<file path="src/rtl/lcd_report_arbiter.sv">
// lcd_report_arbiter
//   Lets N switch ports take turns reporting a forwarded frame on the single
//   text_lcd display. Pending requests are served in round-robin order. The
//   winner's {DST,SRC} address byte and payload byte are latched onto the LCD
//   lines and held for HOLD_CYCLES cycles, so the LCD refresh loop has time to
//   show the report before the next one replaces it.
//
// Ports
//   clk          system clock (50 MHz)
//   rst          synchronous reset, active low
//   req          per-port report request (level, held until ack)
//   addr_bus     port i address byte at [8i+7:8i], {DST[3:0],SRC[3:0]}
//   payload_bus  port i payload byte at [8i+7:8i]
//   ack          one-hot, single-cycle grant acknowledge
//   addr_out     to text_lcd addr_in
//   payload_out  to text_lcd payload_in
//   grant_id     index of the last granted port
//   busy         high while a report is in its dwell window
//   disp_count   number of reports granted, wraps at 256
//
// Build option
//   LCD_DISP_CNT_EN  when defined, disp_count counts grants. When it is not
//                    defined there is no counter and disp_count is 8'h00.
module lcd_report_arbiter #(
  parameter int N_PORTS     = 4,
  parameter int HOLD_CYCLES = 2500,
  parameter int CNT_W       = 16
) (
  input  logic                 clk,
  input  logic                 rst,
  input  logic [N_PORTS-1:0]   req,
  input  logic [8*N_PORTS-1:0] addr_bus,
  input  logic [8*N_PORTS-1:0] payload_bus,
  output logic [N_PORTS-1:0]   ack,
  output logic [7:0]           addr_out,
  output logic [7:0]           payload_out,
  output logic [2:0]           grant_id,
  output logic                 busy,
  output logic [7:0]           disp_count
);

  typedef enum logic {IDLE = 1'b0, HOLD = 1'b1} state_t;

  state_t             r_state, w_state_nxt;
  logic [N_PORTS-1:0] r_ack, w_ack_nxt;
  logic [7:0]         r_addr, w_addr_nxt;
  logic [7:0]         r_pay, w_pay_nxt;
  logic [2:0]         r_gid, w_gid_nxt;
  logic               r_busy, w_busy_nxt;
  logic [2:0]         r_rr_ptr, w_rr_ptr_nxt;
  logic [CNT_W-1:0]   r_cnt, w_cnt_nxt;

  logic               w_any;
  logic [2:0]         w_sel;
  logic               w_grant;

  // Rotating-priority search. The offsets are scanned from the highest to
  // the lowest, so the requester nearest to rr_ptr is written last and wins.
  always_comb begin
    int idx;
    idx   = 0;
    w_any = |req;
    w_sel = r_rr_ptr;
    for (int k = N_PORTS - 1; k >= 0; k--) begin
      idx = int'(r_rr_ptr) + k;
      if (idx >= N_PORTS) idx = idx - N_PORTS;
      if (req[idx]) w_sel = 3'(idx);
    end
  end

  // Next-state logic and next values of all registered outputs.
  always_comb begin
    w_state_nxt  = r_state;
    w_ack_nxt    = '0;
    w_addr_nxt   = r_addr;
    w_pay_nxt    = r_pay;
    w_gid_nxt    = r_gid;
    w_busy_nxt   = r_busy;
    w_rr_ptr_nxt = r_rr_ptr;
    w_cnt_nxt    = r_cnt;
    w_grant      = 1'b0;
    case (r_state)
      IDLE: begin
        if (w_any) begin
          w_grant          = 1'b1;
          w_ack_nxt[w_sel] = 1'b1;
          w_addr_nxt       = addr_bus[int'(w_sel)*8 +: 8];
          w_pay_nxt        = payload_bus[int'(w_sel)*8 +: 8];
          w_gid_nxt        = w_sel;
          w_busy_nxt       = 1'b1;
          w_cnt_nxt        = CNT_W'(HOLD_CYCLES - 1);
          w_rr_ptr_nxt     = (w_sel == 3'(N_PORTS - 1)) ? 3'd0 : w_sel + 3'd1;
          w_state_nxt      = HOLD;
        end
      end
      HOLD: begin
        // req is not looked at here. The requester drops it in the cycle
        // after ack, and because the dwell is at least 2 cycles that stale
        // level is never sampled.
        if (r_cnt == '0) begin
          w_busy_nxt  = 1'b0;
          w_state_nxt = IDLE;
        end else begin
          w_cnt_nxt = r_cnt - 1'b1;
        end
      end
      default: w_state_nxt = IDLE;
    endcase
  end

  always_ff @(posedge clk) begin
    if (!rst) begin
      r_state  <= IDLE;
      r_ack    <= '0;
      r_addr   <= '0;
      r_pay    <= '0;
      r_gid    <= '0;
      r_busy   <= 1'b0;
      r_rr_ptr <= '0;
      r_cnt    <= '0;
    end else begin
      r_state  <= w_state_nxt;
      r_ack    <= w_ack_nxt;
      r_addr   <= w_addr_nxt;
      r_pay    <= w_pay_nxt;
      r_gid    <= w_gid_nxt;
      r_busy   <= w_busy_nxt;
      r_rr_ptr <= w_rr_ptr_nxt;
      r_cnt    <= w_cnt_nxt;
    end
  end

`ifdef LCD_DISP_CNT_EN
  logic [7:0] r_disp;
  always_ff @(posedge clk) begin
    if (!rst)         r_disp <= '0;
    else if (w_grant) r_disp <= r_disp + 8'd1;
  end
  assign disp_count = r_disp;
`else
  logic w_unused_grant;
  assign w_unused_grant = w_grant;
  assign disp_count     = 8'h00;
`endif

  assign ack         = r_ack;
  assign addr_out    = r_addr;
  assign payload_out = r_pay;
  assign grant_id    = r_gid;
  assign busy        = r_busy;

endmodule

</file>
<file path="config.mk">
export PLATFORM = sky130hd
export DESIGN_NAME = lcd_report_arbiter
export DESIGN_NICKNAME = d
export VERILOG_FILES = /design/src/rtl/lcd_report_arbiter.sv
export SDC_FILE = /design/constraint.sdc
export NUM_CORES = 1
export LEC_CHECK = 0
export CELL_PAD_IN_SITES_DETAIL_PLACEMENT = 1
export CELL_PAD_IN_SITES_GLOBAL_PLACEMENT = 1
export CORE_MARGIN = 3
export CORE_UTILIZATION = 32
export DETAILED_ROUTE_END_ITERATION = 16
export PLACE_DENSITY = 0.89
export SYNTH_ARGS = -nofsm -noshare
export SYNTH_HDL_FRONTEND = slang
export SYNTH_SLANG_ARGS = --single-unit
export TNS_END_PERCENT = 1
</file>
<file path="constraint.sdc">
create_clock -name clk -period 3.49 [get_ports clk]
set_clock_uncertainty 0.05 [all_clocks]
set_input_delay 0.5235 -clock clk [delete_from_list [all_inputs] [get_ports clk]]
set_output_delay 0.5235 -clock clk [all_outputs]
set_load 0.005 [all_outputs]
</file>
==> flow_summary.yaml <==
outcome:
  status: "complete, no violations"
layout:
  fin_cells: 437
  insertedDiodeCount: 0
  nNetsFinal: 417
  drive_above_1_share_pct: 13.3
  synthToLayoutAreaGrowth_pct: 44.9
power_and_ir_drop:
  power.leakage_nw: 1.40
  p_per_area_nw_per_um2: 675
  vdd_drop_max_uv: 277
  swShare_pct: 34.3
  intPower_mw: 1.64
  switchingPower_uw: 857
  p_seq_share_pct: 27.0
  p_clk_share_pct: 18.4
  comb_power_share_pct: 54.6
yosys:
  synth.avg_cell_area_sq_um: 10.3
  ys_seq_area_share_pct: 34.4
  ys_warn_count: 0
  synth_top_area_cell: "dfxtp_1"
  synth-async-reset-ratio_pct: 0
  synth_cell_types: 49
  synth_cells: 249
  synth_edf_count: 0
  synth_seq_cells: 44
  synth_top_area_share_pct: 34.4
  synth_area_leaders: "dfxtp_1, mux4_2, a22o_1"
  synth-main-ff-cell: "dfxtp_1"
  yosys-top-cells-count: "dfxtp_1, nand2_1, mux4_2, a22o_1, a21boi_0"
  synth.most_common_cell: "dfxtp_1"
  syn_area_sq_um: 2560
routing:
  wirelength_microns: 8590
  drc: 0
  drtPass1Iterations: 4
  drt_iter0_drc: 68
  wire_per_inst_microns: 19.6
  antenna_left: 0
  drt-vias-per-instance: 5.33
  vias: 2328
die:
  die_width_microns: 95.4
  dieArea_sq_um: 9100
  ios: 102
  dieHeight_microns: 95.4
  rows: 31
  start_util_pct: 34.2
  coreArea_sq_um: 7490
place:
  place_ws_ns: 0.202
  dp.final_hpwl_microns: 6550
  place.gp.congestion: 0.829
  io_buffers: 93
  dp_cells: 430
worst_setup_path:
  critPathTopFamily: "compound AO/OA/AOI/OAI gates"
  start_kind: "input port"
  worstPathArrival_ns: 3.21
  critPathBufInv: 2
  rrSetupSlack_ns: 0.47
  cp_cell_sequence: "clkdlybuf4s50_1 -> mux4_2 -> a21oi_1 -> a211oi_1 -> o22a_1 -> buf_4 -> ha_1 -> o31ai_1 -> and2_1"
  slowest_stage: "mux4_2"
  worst-path-max-fanout: 14
  timing.rr.end: "payload_out[3]$_SDFFE_PN0P_"
  crit_type: "in -> reg"
  crit_required_ns: 3.68
  critPathMaxStageDelay_ns: 0.60
  reg2reg_from: "r_rr_ptr[1]$_SDFFE_PN0P_"
  r2r_cells: 8
  critPathCaptureType: "flip-flop"
timing:
  timing.final.crit_share_pct: 86.5
  setup_violations: 0
  worst_pin_slew_ns: 0.777
  timing.fmax_ghz: 0.331
  rsz0062_at_grt: "false"
  period_needed_ns: 3.02
  setup_tns_ns: 0
  fin_ws_ns: 0.471
  relSlewSlack_pct: 48.2
  slew_viol_final: 0
  hold_viol: 0
cts:
  ctsRootBufferMaster: "clkbuf_8"
  cts_num_sinks: 44
  cts_buffer_depth: 2
  worstSkewPairLatency_ns: 0.30
  cts_tree: "done"
  clkSlewWorstSetupHoldPaths_ns: 0.08
  htreeDepth: 2
  post_cts_buffers: 0
  numCtsBuffers: 5
  ctsHoldBuffers: 0
  cts_resized: 0
global_route:
  track_usage_pct: 18.4
  grt_first_pass_wirelength_microns: 12800
  grt_pass1_vias: 2434
  grt-ovfl-total: 0
  grt_max_degree: 25
  antenna_found_initial: 0
hold_path:
  hold_path.class: "reg -> reg"
  hp-start: "grant_id[1]$_SDFFE_PN0P_"
  min_to: "grant_id[1]$_SDFFE_PN0P_"
  min_path_cells: 2
run:
  maxCapViolations: 0
metrics by stage:
stage | power, mW | instance area [sq um] | utilization [%] | hold slack [ns]
6_report | 2.50 | 3700 | 49.5 | 0.434
5_1_grt | 2.65 | 3700 | 49.5 | 0.453
4_1_cts | 2.53 | 3700 | 49.5 | 0.439
3_5_place_dp | 2.05 | 3580 | 47.8 | 0.421
3_3_place_gp | 1.98 | 3580 | 47.8 | 0.400
2_1_floorplan | 1.55 | 2580 | - | 0.401
cells in the final DEF, fill, tap and decap left out, types with 6 or more instances in the layout:
cell | Yosys | layout
a21boi_0 | 15 | 15
conb_1 | 1 | 8
clkdlybuf4s50_1 | 0 | 93
and2_1 | 11 | 11
buf_4 | 10 | 7
mux4_2 | 17 | 17
nor2_1 | 7 | 7
dfxtp_1 | 44 | 44
a22o_1 | 16 | 16
ha_1 | 9 | 9
mux2i_1 | 8 | 8
nand2_1 | 18 | 18
o21ai_0 | 6 | 6
inv_1 | 6 | 6
per-layer routing:
layer,track usage [%],wire length [microns],vias up
met5,0,0,-
met4,5.45,164,0
met3,4.26,394,10
met2,34.9,4760,51
met1,20.2,3260,1175
li1,-,-,1092
area by class of cell:
cell class	count	area (sq um)
Clock buffer	5	68.8
Tap cell	99	124
Clock inverter	2	60.1
Sequential cell	44	881
Timing Repair Buffer	101	1000
Inverter	6	22.5
Fill cell	828	3780
Multi-Input combinational cell	180	1550
registers in the layout (all words and copies together) (netlist names):
name,count
payload_out,8
r_state,1
busy,1
r_cnt,16
grant_id,3
ack,4
addr_out,8
r_rr_ptr,3
worst reg2reg max path, delay by kind of cell (launching register included):
kind,cells,cell delay (ns)
compound gates,3,0.99
fa+ha+maj,1,0.48
buf+inv,1,0.11
flops,1,0.36
mux,1,0.15
simple gates,2,0.82
power by group through the flow:
stage / Combinational [mW] / Sequential [mW] / Clock [mW]
global route: 1.48 / 0.687 / 0.486
detailed placement: 1.37 / 0.686 / 0
global placement: 1.30 / 0.673 / 0
finish: 1.37 / 0.675 / 0.459
CTS: 1.38 / 0.676 / 0.467
floorplan: 0.863 / 0.684 / 0
how the worst max path moves through the flow:
stage | startpoint | to | depth (start not counted) | slack [ns]
2_1_floorplan | r_rr_ptr[0]$_SDFFE_PN0P_ | payload_out[5]$_SDFFE_PN0P_ | 11 | 0.52
3_3_place_gp | req[2] | r_rr_ptr[1]$_SDFFE_PN0P_ | 10 | 0.45
3_5_place_dp | req[2] | payload_out[3]$_SDFFE_PN0P_ | 7 | 0.20
4_1_cts | r_rr_ptr[1]$_SDFFE_PN0P_ | payload_out[3]$_SDFFE_PN0P_ | 8 | 0.42
5_1_grt | r_rr_ptr[1]$_SDFFE_PN0P_ | payload_out[3]$_SDFFE_PN0P_ | 8 | 0.26
6_report | req[2] | r_rr_ptr[2]$_SDFFE_PN0P_ | 9 | 0.47
cell families after synthesis:
| group | Yosys count | synth area share [%] |
|---|---|---|
| fa+ha+maj | 9 | 4.40 |
| buf+inv | 32 | 6.36 |
| compound gates | 63 | 19.5 |
| simple gates | 69 | 14.9 |
| xor+xnor | 5 | 1.71 |
| mux | 26 | 18.5 |
| other cells | 1 | 0.147 |
| flops | 44 | 34.4 |
(Power assumes the default switching activity.)
